File: src/rtl/platform_spawner.sv
// platform_spawner: draws random platform positions (x from a rejection-sampled
// LFSR value, y as a random gap below the previous platform) and queues them in
// a small show-ahead FIFO for the consumer.
module platform_spawner #(
  parameter int X_MAX     = 447,
  parameter int X_OFFSET  = 32,
  parameter int GAP_MIN   = 40,
  parameter int MAX_TRIES = 8,
  parameter int DEPTH     = 4,
  parameter int Y_START   = 460
) (
  input  logic       Clk,
  input  logic       Reset,
  input  logic [8:0] rnd,
  input  logic       spawn_req,
  input  logic       pop,
  output logic [9:0] plat_x,
  output logic [9:0] plat_y,
  output logic       plat_valid,
  output logic       full,
  output logic       busy,
  output logic [2:0] count
);

  localparam int PTR_W = (DEPTH > 1) ? $clog2(DEPTH) : 1;
  localparam int TRY_W = $clog2(MAX_TRIES + 1);

  typedef enum logic [1:0] {
    IDLE     = 2'd0,
    DRAW_X   = 2'd1,
    DRAW_GAP = 2'd2,
    PUSH     = 2'd3
  } state_t;

  state_t           state_r, state_nxt_s;
  logic [TRY_W-1:0] tries_r, tries_nxt_s;
  logic [9:0]       cand_x_r, cand_x_nxt_s;
  logic [9:0]       cand_y_r, cand_y_nxt_s;
  logic [9:0]       last_y_r, last_y_nxt_s;
  logic [6:0]       gap_s;
  logic             push_s;
  logic             pop_s;
  logic             full_s;
  logic             valid_s;

  logic [PTR_W-1:0] rd_ptr_r, wr_ptr_r;
  logic [2:0]       count_r;
  logic [9:0]       x_mem_r [DEPTH];
  logic [9:0]       y_mem_r [DEPTH];

  // Pointer advance with explicit wrap so non-power-of-two depths work too.
  function automatic logic [PTR_W-1:0] ptr_inc(input logic [PTR_W-1:0] p);
    return (p == PTR_W'(DEPTH - 1)) ? {PTR_W{1'b0}} : p + PTR_W'(1);
  endfunction

  // The gap always uses the value present during DRAW_GAP, not the x draw.
  assign gap_s   = 7'(GAP_MIN) + {2'b00, rnd[4:0]};
  assign full_s  = (count_r == 3'(DEPTH));
  assign valid_s = (count_r != 3'd0);
  // A pop on an empty queue is simply dropped.
  assign pop_s   = pop && valid_s;

  // Next-state and datapath decisions for the draw sequence.
  always_comb begin
    state_nxt_s  = state_r;
    tries_nxt_s  = tries_r;
    cand_x_nxt_s = cand_x_r;
    cand_y_nxt_s = cand_y_r;
    last_y_nxt_s = last_y_r;
    push_s       = 1'b0;
    case (state_r)
      IDLE: begin
        // Requests while full are dropped, which guarantees PUSH never overflows.
        if (spawn_req && !full_s) begin
          state_nxt_s = DRAW_X;
          tries_nxt_s = {TRY_W{1'b0}};
        end else begin
          state_nxt_s = IDLE;
        end
      end
      DRAW_X: begin
        if ({1'b0, rnd} <= 10'(X_MAX)) begin
          cand_x_nxt_s = {1'b0, rnd} + 10'(X_OFFSET);
          state_nxt_s  = DRAW_GAP;
        end else if (tries_r == TRY_W'(MAX_TRIES)) begin
          // Out of retries: fold the out-of-range value back into range.
          cand_x_nxt_s = {1'b0, rnd} - 10'(X_MAX + 1) + 10'(X_OFFSET);
          state_nxt_s  = DRAW_GAP;
        end else begin
          tries_nxt_s  = tries_r + TRY_W'(1);
          state_nxt_s  = DRAW_X;
        end
      end
      DRAW_GAP: begin
        if (last_y_r >= {3'b000, gap_s}) begin
          cand_y_nxt_s = last_y_r - {3'b000, gap_s};
        end else begin
          cand_y_nxt_s = 10'(Y_START);
        end
        state_nxt_s = PUSH;
      end
      PUSH: begin
        push_s       = 1'b1;
        last_y_nxt_s = cand_y_r;
        state_nxt_s  = IDLE;
      end
      default: begin
        state_nxt_s = IDLE;
      end
    endcase
  end

  // Draw FSM state, retry counter and candidate registers.
  always_ff @(posedge Clk or negedge Reset) begin
    if (!Reset) begin
      state_r  <= IDLE;
      tries_r  <= {TRY_W{1'b0}};
      cand_x_r <= 10'd0;
      cand_y_r <= 10'd0;
      last_y_r <= 10'(Y_START);
    end else begin
      state_r  <= state_nxt_s;
      tries_r  <= tries_nxt_s;
      cand_x_r <= cand_x_nxt_s;
      cand_y_r <= cand_y_nxt_s;
      last_y_r <= last_y_nxt_s;
    end
  end

  // Queue storage, pointers and occupancy; simultaneous push and pop keep count.
  always_ff @(posedge Clk or negedge Reset) begin
    if (!Reset) begin
      rd_ptr_r <= {PTR_W{1'b0}};
      wr_ptr_r <= {PTR_W{1'b0}};
      count_r  <= 3'd0;
      for (int i = 0; i < DEPTH; i++) begin
        x_mem_r[i] <= 10'd0;
        y_mem_r[i] <= 10'd0;
      end
    end else begin
      if (push_s) begin
        x_mem_r[wr_ptr_r] <= cand_x_r;
        y_mem_r[wr_ptr_r] <= cand_y_r;
        wr_ptr_r          <= ptr_inc(wr_ptr_r);
      end
      if (pop_s) begin
        rd_ptr_r <= ptr_inc(rd_ptr_r);
      end
      case ({push_s, pop_s})
        2'b10:   count_r <= count_r + 3'd1;
        2'b01:   count_r <= count_r - 3'd1;
        default: count_r <= count_r;
      endcase
    end
  end

  assign plat_valid = valid_s;
  assign full       = full_s;
  assign busy       = (state_r != IDLE);
  assign count      = count_r;
  assign plat_x     = valid_s ? x_mem_r[rd_ptr_r] : 10'd0;
  assign plat_y     = valid_s ? y_mem_r[rd_ptr_r] : 10'd0;

endmodule

File: config.mk
export PLATFORM = sky130hd
export DESIGN_NAME = platform_spawner
export DESIGN_NICKNAME = d
export VERILOG_FILES = /design/src/rtl/platform_spawner.sv
export SDC_FILE = /design/constraint.sdc
export NUM_CORES = 1
export LEC_CHECK = 0
export ABC_AREA = 1
export CAP_MARGIN = 20
export CELL_PAD_IN_SITES_DETAIL_PLACEMENT = 1
export CELL_PAD_IN_SITES_GLOBAL_PLACEMENT = 2
export CORE_MARGIN = 2
export CORE_UTILIZATION = 36
export CTS_CLUSTER_DIAMETER = 200
export CTS_CLUSTER_SIZE = 14
export DETAILED_ROUTE_END_ITERATION = 8
export PLACE_DENSITY_LB_ADDON = 0.2
export REMOVE_ABC_BUFFERS = 1
export SYNTH_ARGS = -nofsm -noshare
export SYNTH_HDL_FRONTEND = slang
export SYNTH_SLANG_ARGS = --single-unit
File: constraint.sdc
create_clock -name Clk -period 2.5 [get_ports Clk]
set_clock_uncertainty 0.2 [all_clocks]
set_input_delay 0.5 -clock Clk [delete_from_list [all_inputs] [get_ports Clk]]
set_output_delay 0.5 -clock Clk [all_outputs]
set_load 0.01 [all_outputs]
* After elaboration in Yosys (flattened, before gate mapping) *
Index checks and enable logic that the tools add are counted.
Widths: inputs -> output; s select.

operators by class
  add/sub/neg operators = 10
  magnitude comparators = 5
  equality and inequality tests = 12
  multiplexer cells = 27
  bitwise operators = 2
  reduce and logical (&&, ||, !) cells = 12

operator list
  cell                   count
  $mux 10                10
  $bwmux 40              2
  $bmux 10 s2            2
  $demux 10 s2           1
  $mux 4                 3
  $add 10x6->10 const B  1
  $add 9x6->10 const B   1
  $eq 2x2->1 const B     5
  $ge 10x7->1            1
  $sub 10x7->10          1
  $sub 9x9->10 const B   1
  $le 9x9->1 const B     1
  $mux 2                 4
  $pmux 2 s4             1
  $pmux 4 s2             1
  $reduce_bool 2->1      4
  $add 6x5->7 const A    1
  $ge 3x3->1 const B     2
  $ne 2x2->1 const B     3
  $not 2->3              2
  $pmux 3 s2             1
  $add 2x1->2 const B    2
  $add 4x1->4 const B    1
  $eq 2x1->1 const B     2
  12 further kinds       15

storage, ports and cells
  register bits after elaboration = 123
  output and inout port bits = 26

* Logic depth before layout (Yosys ltp) *
  depth after elaboration = 6
  depth in mapped cells = 13

* Least setup slack after synthesis *
No wires, ideal clock.

  path type = reg-to-reg
  from = register count_r[0] (netlist: count[0])
  to = register count_r[2] (netlist: count[2])
  setup time = 0.131 ns
  data arrival time = 1.725 ns
  slack = 0.444 ns
  cell stages (with the launch flop) = 11
  cells stage by stage = dfrtp_1 -> nor3_1 -> inv_1 -> nand2_1 -> inv_1 -> ha_1 -> inv_1 -> fa_1 -> a21oi_1 -> o21ai_0 -> xor2_1

between the ends
  longest elaborated chain between the ends = 4
  elaborated cells between the ends (all ways) = 8
  those cells by class = add/sub (2); eq/ne (2); mux (1); reduce/logical (3)

RTL lines
  item                                                    line  text
  start: declaration                                      47    logic [2:0] count_r;
  start signal: assignment                                150   2'b10: count_r <= count_r + 3'd1;
  start signal: assignment                                151   2'b01: count_r <= count_r - 3'd1;
  start signal: assignment                                152   default: count_r <= count_r;
  $reduce_bool 3->1 *                                     59    assign valid_s = (count_r != 3'd0);
  net plat_valid                                          19    output logic plat_valid,
  $logic_and 1x1->1 *                                     61    assign pop_s = pop && valid_s;
  net pop_s                                               42    logic pop_s;
  $eq 2x1->1 / $eq 2x2->1 (equally long branches)         149   case ({push_s, pop_s})
  $pmux 3 s2 / $reduce_bool 2->1 (equally long branches)  -

Mark *: on every way through the listed nets, which the timed path passes. The rest lies on a longest branch.
A chain may end at the register's enable or synchronous reset.

* Worst setup path after layout *
  from = register rd_ptr_r[0]
  to = output port plat_y[2]

between the ends
  longest elaborated chain between the ends = 5

RTL lines
  item                                        line  text
  start: declaration                          46    logic [PTR_W-1:0] rd_ptr_r, wr_ptr_r;
  start signal: assignment                    133   rd_ptr_r <= {PTR_W{1'b0}};
  start signal: assignment                    147   rd_ptr_r <= ptr_inc(rd_ptr_r);
  $not 2->3 (implied by the code)             162   assign plat_y = valid_s ? y_mem_r[rd_ptr_r] : 10'd0;
  $bmux 10 s2                                 162
  $mux 10 (implied by the code) (2 in a row)  162
  $mux 10                                     162
  end: declaration                            18    output logic [9:0] plat_y,

Every way passes these cells. The select of a mux whose other input is x is not followed.

==> out/qor.yml <==
ys_seq_area_share_pct: 50.62
cap_violations: 0
yosysMostFrequentCell: "nand2_1"
synth-edff-count: 0
dp_cells: 1030
leakage_nw: 3.808
vias_per_cell: 5.031
die_width_microns: 134.1
num_rows: 47
routed_wl_microns: 18120
yosysTopAreaCellShare_pct: 48.46
period_share_pct: 98.93
die_area_sq_mm: 0.01798
grt_pass1_wl_microns: 30350
remaining_drc_errors: 0
dr.pass1.iters: 4
async_reset_ff_share_pct: 100.0
stdcell_count: 1076
yosysTopAreaCell: "dfrtp_1"
drive_gt1_share_pct: 16.71
grt_pass1_vias: 5924
required_ns: 1.80
cp-start-kind: "register"
yosys_warnings: 0
layout_setup_ws_ns: 0.02670
dpl.hpwl_microns: 12110
portBuffers: 38
crit_arrival_ns: 1.77
whs_ns: 0.2792
synth_area_sq_mm: 0.006093
p_per_area_mw_per_mm2: 1407
wl_per_cell_microns: 16.84
vias: 5413
clk_latency_ns: 0.41
setup_viol: 0
coreArea_sq_mm: 0.01658
area_growth_pct: 27.56
hold_path_class: "reg2reg"
crit_fanout: 13
cts_made_buffers: 17
status: "complete, no violations"
timing.final.crit_period_ns: 2.473
timing.fmax_mhz: 404.3
synthDistinctLibCells: 30
syn-instance-count: 763
cts_max_path_buffers: 2
dominantRegCellSynth: "dfrtp_1"
synth.top_cells.by_count: "nand2_1, o21ai_0, dfrtp_1, nor2_1, inv_1"
die_h_microns: 134.1
syn_avg_cell_area_sq_um: 7.986
cts_max_level: 4
antenna_found_initial: 0
grt_max_degree: 44
worst-slew-pin-transition_ns: 0.6252
slew_viol_final: 0
criticalPathCategory: "reg2out"
place_congestion: 0.7990
num_io_pins: 39
track_usage_pct: 21.72
clk_root_buffer_cell: "clkbuf_16"
crit_path_end_kind: "primary output"
ys_top_cells_by_area: "dfrtp_1, nand2_1, o21ai_0"
finalHoldViolations: 0
maxSlewHeadroom_pct: 58.32
grt_overflow_total: 0
finalNetCount: 877
rsz0062_at_grt: "true"
ys_seq_elements: 123
place_ws_ns: -0.2552
power_w: 0.01094
ir_drop_uv: 622.1
cts_tree: "yes"
start_util_pct: 36.74
num_antenna_cells: 0
antenna_left: 0
clk_transition_reported_paths_ns: 0.05
clock_sinks: 123
drt_iter0_markers: 240
-- report_power, final --
part / total (W) / switching (W) / internal [W]
clock: 0.00250 / 0.000879 / 0.00162
combinational: 0.00494 / 0.00291 / 0.00204
sequential: 0.00350 / 0.000608 / 0.00289
total: 0.0109 / 0.00439 / 0.00654
-- metrics by stage --
step	setup TNS [ns]	area (sq um)	util, %
floorplan	-1.570	5939	-
global placement	-1.387	7003	42.23
detailed placement	-2.098	7003	42.23
CTS	-0.1245	7805	47.07
global route	-0.1641	7772	46.87
finish	0	7772	46.87
-- worst max-delay path: stages, from the launching register on --
cell and delay (ns):
dfrtp_2 0.39, buf_12 0.14, buf_12 0.14, buf_6 0.10, nor2_2 0.03, nor2_1 0.11
o21ai_1 0.10, a21oi_1 0.18, buf_2 0.16
-- cell type report --
class	instances	area, sq um
clock buffer	25	515.5
tap	220	275.3
fill	2025	8811
clock inverter	7	85.08
sequential	123	3087
multi-input combinational	540	2653
timing repair buffer	96	905.9
inverter	65	251.5
-- final timing paths --
path / startpoint / endpoint / slack [ns] / cells after the start
min in group asynchronous: Reset / x_mem_r[27] / 0.44 / 2
hold reg to reg: cand_y_r[9] / cand_y_r[9] / 0.28 / 2
hold / removal: cand_y_r[9] / cand_y_r[9] / 0.28 / 2
setup / recovery: rd_ptr_r[0] / plat_y[2] / 0.03 / 8
max in group asynchronous: Reset / last_y_r[2] / 0.96 / 3
setup reg to reg: count[1] / count[2] / 0.22 / 11
-- metal layers --
layer	share of wire, %	vias up	wire (microns)	track usage [%]
met5	0	-	0	0
met4	1.8	0	324	7.251
met3	2.2	22	391	3.175
met2	49	70	8900	37.41
met1	47	2712	8504	28.19
li1	-	2609	-	-
-- placed cells by master (no fill, tap or decap), types with 2 or more instances in the layout --
| cell | instances |
|---|---|
| buf_12 | 9 |
| buf_4 | 40 |
| a21oi_2 | 2 |
| nand2_2 | 5 |
| inv_1 | 61 |
| a21oi_1 | 24 |
| clkbuf_1 | 2 |
| clkdlybuf4s50_1 | 16 |
| dfstp_2 | 5 |
| nor3_2 | 2 |
| fa_1 | 2 |
| bufinv_16 | 2 |
| nand4_1 | 4 |
| ha_1 | 19 |
| o21ai_1 | 16 |
| xor2_1 | 7 |
| nand3_1 | 18 |
| nand2_1 | 187 |
| inv_2 | 3 |
| o21ai_2 | 2 |
| xnor2_1 | 5 |
| dlygate4sd2_1 | 4 |
| clkinv_2 | 5 |
| nand3b_1 | 2 |
| nor2_1 | 98 |
| clkbuf_2 | 10 |
| buf_2 | 6 |
| dfrtp_2 | 2 |
| clkbuf_16 | 17 |
| o21ai_0 | 130 |
| buf_8 | 3 |
| nor2_2 | 10 |
| dfrtp_1 | 116 |
| buf_6 | 5 |
| clkbuf_8 | 6 |
-- flip-flops by register name (all words and copies together), names as in the netlist, named ones only --
| signal | cells |
|---|---|
| x_mem_r | 40 |
| y_mem_r | 40 |
| cand_x_r | 10 |
| cand_y_r | 10 |
| last_y_r | 10 |
| tries_r | 4 |
| count | 3 |
| rd_ptr_r | 2 |
| wr_ptr_r | 2 |
| state_r | 1 |
-- logic make-up (layout without fill, tap and decap cells) --
group,count (synthesis),in the layout,synth area share [%]
compound gates,176,176,14.66
xor+xnor,12,12,1.725
fa+ha+maj,21,21,4.559
buf+inv,100,193,6.530
flops,123,123,50.62
simple gates,331,331,21.91
-- repair_timing --
item	in CTS	in global routing
cloned	3	0
gates resized for setup	62	37
buffers inserted	9	2
endpoints found under the hold margin	40	0
hold buffers	1	0
pin swaps	5	6
setup endpoints to repair	21	27
Power figures use the tool's default switching activity.
